`src/rtl/fir4_pkg.sv`:
```
// fir4_pkg: definitions shared by the 4-tap moving-sum filter and its
// reconstruction block (fir4dec).
//   W           sample width; 4-sample sums are W+2 bits wide
//   sample_t    one w-bit sample
//   sum_t       one (w+2)-bit 4-sample sum / reconstruction accumulator
//   dec_state_e reconstruction state (ERR only reachable in the checked build)
package fir4_pkg;

  localparam int W = 16;

  typedef logic [W-1:0] sample_t;
  typedef logic [W+1:0] sum_t;

  typedef enum logic {
    RUN = 1'b0,
    ERR = 1'b1
  } dec_state_e;

  // A reconstructed value must fit in w bits; the two guard bits flag an
  // upstream sum that no valid w-bit sample stream could have produced.
  function automatic logic range_bad(input sum_t x);
    return x[W+1:W] != 2'b00;
  endfunction

endpackage

```
`src/rtl/fir4dec_if.sv`:
```
// fir4dec_if: one valid/ready stream.
//   data   payload, WIDTH bits
//   valid  producer has a payload on data
//   ready  consumer can take it
// Handshake: a transfer happens on a rising clk edge where valid && ready.
// Once valid is high the producer keeps valid and data stable until that
// transfer; ready may change freely and may depend combinationally on the
// consumer's own downstream ready, never on valid.
interface fir4dec_if #(
  parameter int WIDTH = 16
) ();

  logic [WIDTH-1:0] data;
  logic             valid;
  logic             ready;

  modport master (output data, output valid, input ready);
  modport slave  (input data, input valid, output ready);

endinterface

```
`src/rtl/fir4dec_hist.sv`:
```
// fir4dec_hist: 4-deep history of reconstructed values.
//   clk, reset  clock, synchronous active-high reset
//   clear       zero all entries (a same-cycle shift still loads d into entry 0)
//   shift_en    push d into entry 0, everything moves one place older
//   d           new value
//   oldest      entry 3, the value pushed four shifts ago
module fir4dec_hist
  import fir4_pkg::*;
(
  input  logic clk,
  input  logic reset,
  input  logic clear,
  input  logic shift_en,
  input  sum_t d,
  output sum_t oldest
);

  sum_t h0, h1, h2, h3;

  always_ff @(posedge clk) begin
    if (reset) begin
      h0 <= '0;
      h1 <= '0;
      h2 <= '0;
      h3 <= '0;
    end else if (clear) begin
      // The caller already computed d against zeroed history, so d is the
      // first entry of the fresh history.
      h0 <= shift_en ? d : '0;
      h1 <= '0;
      h2 <= '0;
      h3 <= '0;
    end else if (shift_en) begin
      h0 <= d;
      h1 <= h0;
      h2 <= h1;
      h3 <= h2;
    end
  end

  assign oldest = h3;

endmodule

```
`src/rtl/fir4dec.sv`:
```
// fir4dec: undoes the 4-tap moving sum, x[n] = s[n] - s[n-1] + x[n-4]
// (mod 2^(w+2)), presenting x[w-1:0] one cycle after each accepted sum.
//   clk, reset  clock, synchronous active-high reset
//   clear       history flush (s_prev and hist zeroed; output and err untouched)
//   s_if        slave stream of (w+2)-bit sums
//   a_if        master stream of w-bit reconstructed samples
//   err         sticky range error (0 unless FIR4DEC_CHECK_EN)
//   err_cnt     saturating range-error count (0 unless FIR4DEC_CHECK_EN)
//   state_dbg   current reconstruction state
// Build option: define FIR4DEC_CHECK_EN to enable the range check/ERR state.
module fir4dec
  import fir4_pkg::*;
(
  input  logic             clk,
  input  logic             reset,
  input  logic             clear,
  fir4dec_if.slave         s_if,
  fir4dec_if.master        a_if,
  output logic             err,
  output logic [7:0]       err_cnt,
  output dec_state_e       state_dbg
);

  sum_t    s_prev_q;
  sum_t    s_prev_eff;
  sum_t    hist_old;
  sum_t    hist_eff;
  sum_t    x;
  sample_t a_out_q;
  logic    a_valid_q;
  logic    accept;

  // Single output stage: free whenever it is empty or draining this cycle.
  assign s_if.ready = !a_valid_q || a_if.ready;
  assign accept     = s_if.valid && s_if.ready;

  // A clear in the same cycle as an accept means this sum starts a new stream.
  always_comb begin
    s_prev_eff = clear ? '0 : s_prev_q;
    hist_eff   = clear ? '0 : hist_old;
    x          = s_if.data - s_prev_eff + hist_eff;
  end

  fir4dec_hist u_hist (
    .clk      (clk),
    .reset    (reset),
    .clear    (clear),
    .shift_en (accept),
    .d        (x),
    .oldest   (hist_old)
  );

  always_ff @(posedge clk) begin
    if (reset) begin
      s_prev_q <= '0;
    end else if (accept) begin
      s_prev_q <= s_if.data;
    end else if (clear) begin
      s_prev_q <= '0;
    end
  end

  always_ff @(posedge clk) begin
    if (reset) begin
      a_out_q   <= '0;
      a_valid_q <= 1'b0;
    end else if (accept) begin
      a_out_q   <= x[W-1:0];
      a_valid_q <= 1'b1;
    end else if (a_if.ready) begin
      a_valid_q <= 1'b0;
    end
  end

  assign a_if.data  = a_out_q;
  assign a_if.valid = a_valid_q;

`ifdef FIR4DEC_CHECK_EN
  dec_state_e state_q;
  dec_state_e state_d;
  logic       range_err;
  logic [7:0] err_cnt_q;

  assign range_err = accept && range_bad(x);

  always_ff @(posedge clk) begin
    if (reset) state_q <= RUN;
    else       state_q <= state_d;
  end

  // ERR is terminal until reset; reconstruction carries on regardless.
  always_comb begin
    state_d = state_q;
    case (state_q)
      RUN:     if (range_err) state_d = ERR;
      ERR:     state_d = ERR;
      default: state_d = RUN;
    endcase
  end

  always_ff @(posedge clk) begin
    if (reset) begin
      err_cnt_q <= '0;
    end else if (range_err && err_cnt_q != 8'hFF) begin
      err_cnt_q <= err_cnt_q + 8'd1;
    end
  end

  assign err       = (state_q == ERR);
  assign err_cnt   = err_cnt_q;
  assign state_dbg = state_q;
`else
  assign err       = 1'b0;
  assign err_cnt   = 8'd0;
  assign state_dbg = RUN;
`endif

endmodule

```
`src/flat_wrapper.sv`:
```
// flat-port wrapper written by rule: the top's interface ports become plain ports
module fir4dec_flat import fir4_pkg::*;
  (clk, reset, clear, err, err_cnt, state_dbg, s_if_data, s_if_valid, s_if_ready, a_if_data, a_if_valid, a_if_ready);
  fir4dec_if #(.WIDTH(W + 2)) s_if_i ();
  fir4dec_if #(.WIDTH(W)) a_if_i ();
  input  logic clk;
  input  logic reset;
  input  logic clear;
  output logic err;
  output logic [7:0] err_cnt;
  output dec_state_e state_dbg;
  input wire logic [$bits(s_if_i.data)-1:0] s_if_data;
  input wire logic [$bits(s_if_i.valid)-1:0] s_if_valid;
  output wire logic [$bits(s_if_i.ready)-1:0] s_if_ready;
  output wire logic [$bits(a_if_i.data)-1:0] a_if_data;
  output wire logic [$bits(a_if_i.valid)-1:0] a_if_valid;
  input wire logic [$bits(a_if_i.ready)-1:0] a_if_ready;
  assign s_if_i.data = s_if_data;
  assign s_if_i.valid = s_if_valid;
  assign s_if_ready = s_if_i.ready;
  assign a_if_data = a_if_i.data;
  assign a_if_valid = a_if_i.valid;
  assign a_if_i.ready = a_if_ready;
  fir4dec u_core (.clk(clk), .reset(reset), .clear(clear), .s_if(s_if_i), .a_if(a_if_i), .err(err), .err_cnt(err_cnt), .state_dbg(state_dbg));
endmodule
```
`config.mk`:
```
export PLATFORM = sky130hd
export DESIGN_NAME = fir4dec_flat
export DESIGN_NICKNAME = d
export VERILOG_FILES = /design/src/rtl/fir4_pkg.sv /design/src/rtl/fir4dec_if.sv /design/src/rtl/fir4dec_hist.sv /design/src/rtl/fir4dec.sv /design/src/flat_wrapper.sv
export SDC_FILE = /design/constraint.sdc
export NUM_CORES = 1
export LEC_CHECK = 0
export ABC_CLOCK_PERIOD_IN_PS = 3720
export BUFFER_PORTS_ARGS = -buffer_cell sky130_fd_sc_hd__buf_2
export CAP_MARGIN = 30
export CORE_MARGIN = 1
export CORE_UTILIZATION = 30
export DETAILED_ROUTE_END_ITERATION = 16
export PLACE_DENSITY = 0.46
export SLEW_MARGIN = 20
export SYNTH_ARGS = -nofsm -noshare
export SYNTH_HDL_FRONTEND = slang
export SYNTH_HIERARCHICAL = 1
export SYNTH_SLANG_ARGS = --single-unit
```
`constraint.sdc`:
```
create_clock -name clk -period 3.72 [get_ports clk]
set_input_delay 0.372 -clock clk [delete_from_list [all_inputs] [get_ports clk]]
set_output_delay 0.372 -clock clk [all_outputs]
set_load 0.005 [all_outputs]
```
**Yosys cells after proc, flatten, opt, wreduce, memory -nomap -nowiden**

Cells that the tools add are included.

- Word-level logic and storage cells: 23
- Input port bits: 23
- Bits in registers: 107
- Output and inout bits: 28

- Reduce and logical (&&, ||, !) cells: 6
- Multiplexer cells: 8
- Add/subtract/negate cells: 2

Operator list:

| cell | count |
|---|---|
| $mux 18 | 6 |
| $add 18x18->18 | 1 |
| $sub 18x18->18 | 1 |
| $reduce_bool 2->1 | 2 |
| $mux 1 | 2 |
| $reduce_or 2->1 | 1 |
| $logic_and 1x1->1 | 1 |
| $logic_not 1->1 | 1 |
| $logic_or 1x1->1 | 1 |

**Longest topological paths before layout**

Gate-level depths: netlist (run 1).

- Depth after elaboration: 5
- Gate-level depth with buffers: 14
- Depth with buffers taken out: 13

**Cells and area by module**

Netlist (run 1), hierarchy kept.

By module, submodules not included:

| module | times used | cells an instance | area an instance (µm²) | sequential area each (µm²) |
|---|---|---|---|---|
| fir4dec | 1 | 379 | 2911.5 | 700.7 |
| fir4dec_hist | 1 | 255 | 2730.1 | 1441.4 |

**Least setup slack after synthesis (run 1)**

OpenSTA, ideal clock, no wires.

- Path type: input to register
- Start: input clear
- End: register u_core.u_hist.h0[10]
- Path slack: 0.776 ns
- Cell stages on the path: 13
- Data required time: 3.575 ns
- Arrival time: 2.799 ns
- Path buffers: 3
- Library setup time: 0.145 ns
- Cell sequence: clkbuf_1 -> clkbuf_1 -> nand2b_1 -> fa_1 -> inv_1 -> ha_1 -> buf_6 -> a21o_1 -> o21bai_1 -> or3_2 -> and2_1 -> nand2_1 -> o32ai_2

- Longest elaborated chain between the ends: 5
- Elaborated cells between the ends (all ways): 8
- Those cells by class: add/sub: 2; mux: 5; reduce/logical: 1

Ends and longest elaborated chain:

| item | RTL line | RTL |
|---|---|---|
| from (decl) | flat_wrapper.sv:8 | `input logic clear;` |
| $mux 18 | n/a |  |
| $sub 18x18->18 | fir4dec.sv:41 | `x = s_if.data - s_prev_eff + hist_eff;` |
| $add 18x18->18 (*) | fir4dec.sv:41 |  |
| named net u_core.x[10] | fir4dec.sv:28 | `sum_t x;` |
| $mux 18 (on tied branches) | fir4dec_hist.sv:33, fir4dec_hist.sv:29 |  |
| $mux 18 (*) | fir4dec_hist.sv:26 | `end else if (clear) begin` |
| to (signal assigned) | fir4dec_hist.sv:29 | `h0 <= shift_en ? d : '0;` |
| to (decl) | fir4dec_hist.sv:18 | `sum_t h0, h1, h2, h3;` |

The timed path passes the listed nets; every way through them passes the cells marked *. The select of a mux whose other input is x is not followed.
A chain may end at the register's enable or synchronous reset.

**Worst setup path in the final report (run 1)**

- Start: input clear
- End: register u_core.u_hist.h0[12]

The elaborated chain is that of the path after synthesis.

==> out/results.txt, run 1 <==
run status -> completed
Vias -> 3635
CP Cell Sequence -> buf_2 > nor2b_1 > fa_1 > fa_1 > nor2b_4 > o31ai_4 > a211oi_2 > a311oi_2 > xnor2_1 > nand2_1 > o32ai_2
Slew HR -> 0.4471
TritonCTS buffer count -> 9
row cnt -> 47
Die Wd -> 132.7 µm
Final ANT Viol Nets -> 0
Layout Nets -> 653
layout cells sized above 1 -> 0.1398
CTS clk-pin slew, worst paths -> 60 ps
worst skew pair latency -> 340 ps
CP endpoint kind -> flop
area grow syn2layout -> 11.99%
die area -> 17600 µm²
Hold-fix buffers, CTS -> 0
clock sinks -> 97
initial drt markers -> 93
start point of the critical path -> clear
first-pass GRT wire length -> 17620 µm
CTS resizes -> 0
RSZ-0062 raised after global routing -> false
CP Max Fanout -> 26
Crit Path Class -> input port to flop
routability-driven placement congestion ratio -> 0.7750
worst flop-to-flop path startpoint -> u_core/s_prev_q[1]
Post-CTS Setup Bufs -> 0
hold_ws -> 282.5 ps
Tot GR Track Use -> 0.1247
Initial Utilization -> 0.3078
final setup violation count -> 0
P_leak -> 2.433 nW
Std-Cell Core Area -> 16640 µm²
Syn Area/Cell -> 8.893 µm²
via/cell ratio -> 4.428
final global-route overflow total -> 0
H-tree levels -> 3
DR pass1 iterations -> 4
CP delay by family, top -> adder cells
CP most frequent cell -> fa_1
area of the mapped netlist -> 5122 µm²
crit path DAT -> 3260 ps
IO buf count -> 38
CP bufs+invs -> 1
final hold violations -> 0
chip height -> 132.7 µm
worst hold path class -> input port to flop
HPWL after detailed placement -> 7367 µm
Crit path largest cell delay -> 530 ps
power per cell area -> 442.4 nW/µm²
most frequent cells in the layout -> dfxtp_1, nand2_1, inv_1
number of placed I/O pins -> 51
final WL -> 10390 µm
worst vdd ir -> 0.2133 mV
Max clock buf depth -> 2
DRC errors left -> 0
most common cell after layout, fill and taps aside -> dfxtp_1
Avg WL per Cell -> 12.66 µm
CP required -> 3970 ps
vias in the first global route -> 3596
root buf cell -> clkbuf_16
slowest CP cell -> fa_1
max cap viols -> 0
hold_sp -> s_if_valid
Mapped Cells -> 576
Worst Skew -> 8.683 ps
maximum clock rate -> 332.2 MHz
Least-Margin Pin Slew -> 829.4 ps
yosys warns -> 6
CTS tree -> built
largest net degree at the start of global routing -> 57
Setup crit start kind -> input port
initial antenna violation count -> 0
setup TNS -> 0 ps
Antenna Cells -> 0
min Tclk post-route -> 3011 ps
crit share post-route -> 0.8093
Max Transition Viols Final -> 0
utilization after layout -> 0.3447
[final timing paths]
path,cells after the start,slack [ps],to
setup / recovery,11,710,u_core/u_hist/h0[12]
hold / removal,3,280,u_core/a_if.valid
setup reg to reg,10,830,u_core/u_hist/h0[12]
hold reg to reg,2,450,u_core/a_if.data[0]
[sequential cells by signal, summed over array words and instances, names as in the netlist]
name / flops
u_core/a_if.data: 16
u_core/s_prev_q: 16
u_core/u_hist/h0: 16
u_core/u_hist/h1: 16
u_core/u_hist/h2: 16
u_core/u_hist/oldest: 16
u_core/a_if.valid: 1
[routing by layer]
metal  GRT usage  share of wire  up-vias
li1            -              -     1885
met1      0.1624           0.49     1701
met2      0.2064           0.47       45
met3     0.02682          0.028        4
met4     0.03640         0.0049        0
met5           0              0        -
[worst register-to-register path, cell delays in order (launching register included)]
cell and delay (ps):
dfxtp_1 300, nor2b_1 220, fa_1 500, fa_1 510
nor2b_4 180, o31ai_4 80, a211oi_2 350, a311oi_2 160
xnor2_1 270, nand2_1 100, o32ai_2 140
[final cells by class]
type | instances | area (µm²)
clock inverter | 4 | 52.55
clock buffer | 11 | 252.7
tap | 220 | 275.3
multi-input combinational | 377 | 2701
inverter | 66 | 250.2
sequential | 97 | 1942
timing repair buffer | 46 | 262.8
fill | 1701 | 10910
[metrics by stage]
| step | power [mW] | std cells | cell area, µm² | setup slack (ps) |
|---|---|---|---|---|
| after floorplan | 1.511 | 585 | 5156 | 828.2 |
| after global placement | 1.622 | 806 | 5431 | 339.6 |
| after detailed placement | 1.627 | 806 | 5431 | 301.6 |
| after CTS | 2.586 | 821 | 5737 | 641.1 |
| after global routing | 2.698 | 821 | 5737 | 477.3 |
| final | 2.538 | 821 | 5737 | 709.4 |
[where the power goes]
part | internal, mW | switching [mW] | leakage, nW
combinational | 0.199 | 0.284 | 1.49
sequential | 1.09 | 0.0250 | 0.790
clock | 0.555 | 0.384 | 0.152
Note: power is estimated with default switching activity, not from simulation.
==> run 2: changes to the inputs <==
--- a/config.mk
+++ b/config.mk
@@ -5,7 +5,8 @@
 export SDC_FILE = /design/constraint.sdc
 export NUM_CORES = 1
 export LEC_CHECK = 0
-export ABC_CLOCK_PERIOD_IN_PS = 3720
+export ABC_AREA = 1
+export ABC_CLOCK_PERIOD_IN_PS = 3000
 export BUFFER_PORTS_ARGS = -buffer_cell sky130_fd_sc_hd__buf_2
 export CAP_MARGIN = 30
 export CORE_MARGIN = 1
==> constraint.sdc (replaced) <==
create_clock -name clk -period 3 [get_ports clk]
set_input_delay 0.3 -clock clk [delete_from_list [all_inputs] [get_ports clk]]
set_output_delay 0.3 -clock clk [all_outputs]
set_load 0.005 [all_outputs]
==> out/results.txt, run 2 <==
DR pass1 iterations -> 4
Hold-fix buffers, CTS -> 0
P_leak -> 2.729 nW
Die Wd -> 135.3 µm
most common cell after layout, fill and taps aside -> nand2_1
clock sinks -> 97
CP Max Fanout -> 18
Syn Area/Cell -> 7.160 µm²
row cnt -> 48
Initial Utilization -> 0.3073
most frequent cells in the layout -> nand2_1, inv_1, dfxtp_1
first-pass GRT wire length -> 20640 µm
final setup violation count -> 0
crit path DAT -> 2780 ps
Avg WL per Cell -> 12.42 µm
CP required -> 3290 ps
HPWL after detailed placement -> 8826 µm
Crit Path Class -> input port to flop
number of placed I/O pins -> 51
Layout Nets -> 822
fin area -> 5906 µm²
Vias -> 4233
CP endpoint kind -> flop
Reg2Reg Capture Point -> u_core/u_hist/h0[5]
CTS tree -> built
final WL -> 12370 µm
crit share post-route -> 0.8324
layout cells sized above 1 -> 0.1543
run status -> completed
utilization after layout -> 0.3403
final global-route overflow total -> 0
M3 GR Usage -> 0.03404
IO buf count -> 38
min Tclk post-route -> 2497 ps
area grow syn2layout -> 10.72%
r2r worst-path depth -> 11
Mapped Cells -> 745
final hold violations -> 0
initial drt markers -> 265
via/cell ratio -> 4.250
Max clock buf depth -> 2
worst slack at placement -> 150.8 ps
Least-Margin Pin Slew -> 718.8 ps
power per cell area -> 538.6 nW/µm²
worst skew pair latency -> 350 ps
area of the mapped netlist -> 5334 µm²
hold_sp -> s_if_data[11]
die area -> 18320 µm²
largest net degree at the start of global routing -> 117
chip height -> 135.3 µm
WHS Endpoint -> u_core/s_prev_q[11]
CP Cell Sequence -> buf_2 > inv_2 > nand2_1 > inv_1 > fa_1 > fa_1 > inv_1 > nand3_1 > nand3_1 > xor2_1 > nand2_1 > a21oi_1
Final WS setup -> 502.7 ps
vias in the first global route -> 3882
initial antenna violation count -> 0
flop2flop setup slack -> 530 ps
Crit path largest cell delay -> 510 ps
Worst Skew -> 6.955 ps
worst hold path class -> input port to flop
worst vdd ir -> 0.2975 mV
GRT busiest layer -> met1
worst flop-to-flop path startpoint -> u_core/s_prev_q[2]
Max Transition Viols Final -> 0
CTS clk-pin slew, worst paths -> 70 ps
yosys warns -> 6
DRC errors left -> 0
Post-CTS Setup Bufs -> 0
CTS resizes -> 0
setup TNS -> 0 ps
root buf cell -> clkbuf_16
M2 GR Usage -> 0.2066
Final ANT Viol Nets -> 0
RSZ-0062 raised after global routing -> false
Placed Area -> 5613 µm²
TritonCTS buffer count -> 9
total chip power -> 3.181 mW
Tot GR Track Use -> 0.1477
Antenna Cells -> 0
met1 Use GR -> 0.2246
routability-driven placement congestion ratio -> 0.8458
Setup crit start kind -> input port
Std-Cell Core Area -> 17360 µm²
slowest CP cell -> fa_1
Slew HR -> 0.5208
hold path depth -> 3
max cap viols -> 0
maximum clock rate -> 400.4 MHz
H-tree levels -> 3
## run 2: stage by stage
stage	instances	hold WS, ps
finish	996	222.4
global route	996	226.5
CTS	996	209.0
detailed placement	980	455.0
global placement	980	450.1
floorplan	754	435.4
## run 2: metal layers
| metal | up-vias | part of all wire | routed length (µm) |
|---|---|---|---|
| met3 | 9 | 0.044 | 550 |
| met5 | - | 0 | 0 |
| met2 | 73 | 0.39 | 4821 |
| li1 | 2269 | - | - |
| met4 | 0 | 0.0098 | 121 |
| met1 | 1882 | 0.56 | 6879 |
## run 2: layout make-up
type                    instances  area, µm²
multi-input cells             486       2636
clock buffers                  12      266.5
flip-flops and latches         97       1942
clock inverters                 4      26.28
well taps                     225      281.5
fillers                      1898      11450
repair buffers                 47      282.8
inverters                     125      470.5
## run 2: critical path, delay by kind of cell
| kind | cells | cell delay (ps) |
|---|---|---|
| compound gates | 1 | 140 |
| xor+xnor | 1 | 350 |
| fa+ha+maj | 2 | 970 |
| buf+inv | 4 | 580 |
| simple gates | 4 | 430 |
## run 2: report_power, final
group	total [mW]	switching, mW	leakage, nW	internal (mW)
clock network	1.14	0.508	0.145	0.629
registers	1.38	0.0286	0.792	1.36
logic	0.659	0.438	1.79	0.220
## run 2: worst max path at each step
stage	from	endpoint	cells past startpoint
after CTS	clear	u_core/u_hist/h0[4]	12
after floorplan	clear	u_core/u_hist/h0[13]	17
after global placement	clear	u_core/u_hist/h0[13]	16
after detailed placement	clear	u_core/a_if.data[8]	14
final	clear	u_core/u_hist/h0[4]	12
after global routing	u_core/s_prev_q[2]	u_core/u_hist/h0[13]	13
==> run 3: changes to the inputs <==
--- a/config.mk
+++ b/config.mk
@@ -5,14 +5,14 @@
 export SDC_FILE = /design/constraint.sdc
 export NUM_CORES = 1
 export LEC_CHECK = 0
-export ABC_AREA = 1
-export ABC_CLOCK_PERIOD_IN_PS = 3000
+export ABC_AREA = 0
+export ABC_CLOCK_PERIOD_IN_PS = 2000
 export BUFFER_PORTS_ARGS = -buffer_cell sky130_fd_sc_hd__buf_2
 export CAP_MARGIN = 30
 export CORE_MARGIN = 1
 export CORE_UTILIZATION = 30
 export DETAILED_ROUTE_END_ITERATION = 16
-export PLACE_DENSITY = 0.46
+export PLACE_DENSITY = 0.48
 export SLEW_MARGIN = 20
 export SYNTH_ARGS = -nofsm -noshare
 export SYNTH_HDL_FRONTEND = slang
==> constraint.sdc (replaced) <==
create_clock -name clk -period 2 [get_ports clk]
set_input_delay 0.2 -clock clk [delete_from_list [all_inputs] [get_ports clk]]
set_output_delay 0.2 -clock clk [all_outputs]
set_load 0.005 [all_outputs]
==> out/results.txt, run 3 (synthesis results as in run 1) <==
run status -> finished, violations left
violated checks -> negative setup slack
Initial Utilization -> 0.3078
initial antenna violation count -> 0
DR pass1 iterations -> 4
utilization after layout -> 0.4015
HPWL after detailed placement -> 8200 µm
Avg WL per Cell -> 13.25 µm
min Tclk post-route -> 2695 ps
CTS clk-pin slew, worst paths -> 70 ps
routability-driven placement congestion ratio -> 0.8184
max cap viols -> 0
Max clock buf depth -> 2
CTS tree -> built
clock sinks -> 97
slowest CP cell -> fa_1
final global-route overflow total -> 0
worst slack at placement -> -984.6 ps
IO buf count -> 38
placed cells -> 856
initial drt markers -> 107
row cnt -> 47
most common cell after layout, fill and taps aside -> dfxtp_1
via/cell ratio -> 4.502
Worst Skew -> 4.770 ps
first-pass GRT wire length -> 19110 µm
Tot GR Track Use -> 0.1363
final hold violations -> 0
final setup violation count -> 28
DRC errors left -> 0
Vias -> 3944
CP bufs+invs -> 2
fin cells -> 876
maximum clock rate -> 371.0 MHz
die area -> 17600 µm²
Antenna Cells -> 0
hold_ws -> 95.67 ps
H-tree levels -> 3
Max Transition Viols Final -> 0
crit path DAT -> 2940 ps
flop2flop setup slack -> -700 ps
largest net degree at the start of global routing -> 40
CP Max Fanout -> 4
power per cell area -> 803.9 nW/µm²
layout cells sized above 1 -> 0.3079
RSZ-0062 raised after global routing -> true
most frequent cells in the layout -> dfxtp_1, nand2_1, inv_1
area grow syn2layout -> 30.46%
crit share post-route -> 1.348
worst skew pair latency -> 350 ps
Layout Nets -> 707
Crit path largest cell delay -> 500 ps
Crit Path Class -> flop to flop
Final ANT Viol Nets -> 0
vias in the first global route -> 3964
P_leak -> 2.849 nW
CP Cell Sequence -> nand2b_4 > fa_1 > buf_6 > fa_2 > nor2b_4 > o31ai_4 > a211oi_2 > buf_4 > a311oi_4 > xnor2_2 > a22o_1
CP endpoint kind -> flop
Final WS setup -> -695.1 ps
number of placed I/O pins -> 51
Std-Cell Core Area -> 16640 µm²
worst hold path class -> input port to flop
chip height -> 132.7 µm
worst vdd ir -> 0.3770 mV
CP required -> 2240 ps
CP delay by family, top -> adder cells
final WL -> 11610 µm
root buf cell -> clkbuf_16
total chip power -> 5.372 mW
TritonCTS buffer count -> 9
Setup crit start kind -> flop
Die Wd -> 132.7 µm
run 3: changes by cell type in the layout (fill, tap and decap cells not counted), sizes merged, moves of 4 or more:
cell and change:
nand2b +17, xnor2 +5, inv -56, nand2 -167, buf +53, nor2 +6, a21o +4, a21oi -50
mux2i +48, a22o +4, o32ai +16, o21ai -15, nand3 -19, nor2b +19
run 3: where the power goes:
| group | switching [mW] | leakage [nW] | internal [mW] |
|---|---|---|---|
| Combinational | 0.691 | 1.89 | 0.676 |
| Sequential | 0.0432 | 0.793 | 2.03 |
| Clock | 0.761 | 0.167 | 1.17 |
| Total | 1.50 | 2.85 | 3.88 |
run 3: routing by layer:
metal	GRT usage	share of wire
met1	0.1811	0.50
met2	0.2263	0.46
met3	0.01494	0.023
met4	0.05364	0.015
met5	0	0
run 3: repair_timing:
item / in CTS / in global routing
pin swaps: 29 / 26
setup buffers: 5 / 3
setup endpoints to repair: 28 / 30
hold buffers: 0 / 0
resized for setup: 52 / 20
hold endpoints to repair: 0 / 0
run 3: tightest hold or removal path, delay by kind of cell:
kind / cells / cell delay [ps]
buffers and inverters: 2 / 150
AO/OA/AOI/OAI: 1 / 50
run 3: final timing paths:
path                                         startpoint              endpoint  depth (start not counted)
worst max-delay path            u_core/u_hist/oldest[1]  u_core/a_if.data[12]                         11
worst min-delay path                         s_if_valid     u_core/a_if.valid                          3
worst max register to register  u_core/u_hist/oldest[1]  u_core/a_if.data[12]                         11
worst min register to register      u_core/a_if.data[3]   u_core/a_if.data[3]                          2
run 3: cell type report:
type | instances | area, µm²
multi-input cells | 377 | 3133
repair buffers | 100 | 738.2
well taps | 220 | 275.3
fillers | 1659 | 9960
clock buffers | 11 | 252.7
flip-flops and latches | 97 | 1951
inverters | 66 | 250.2
clock inverters | 5 | 82.58
run 3: metrics by stage:
step | instance area, µm² | TNS [ps]
6_report | 6683 | -13810
2_1_floorplan | 5299 | -8485
3_5_place_dp | 5961 | -20560
4_1_cts | 6615 | -12290
3_3_place_gp | 5961 | -19330
5_1_grt | 6683 | -17150
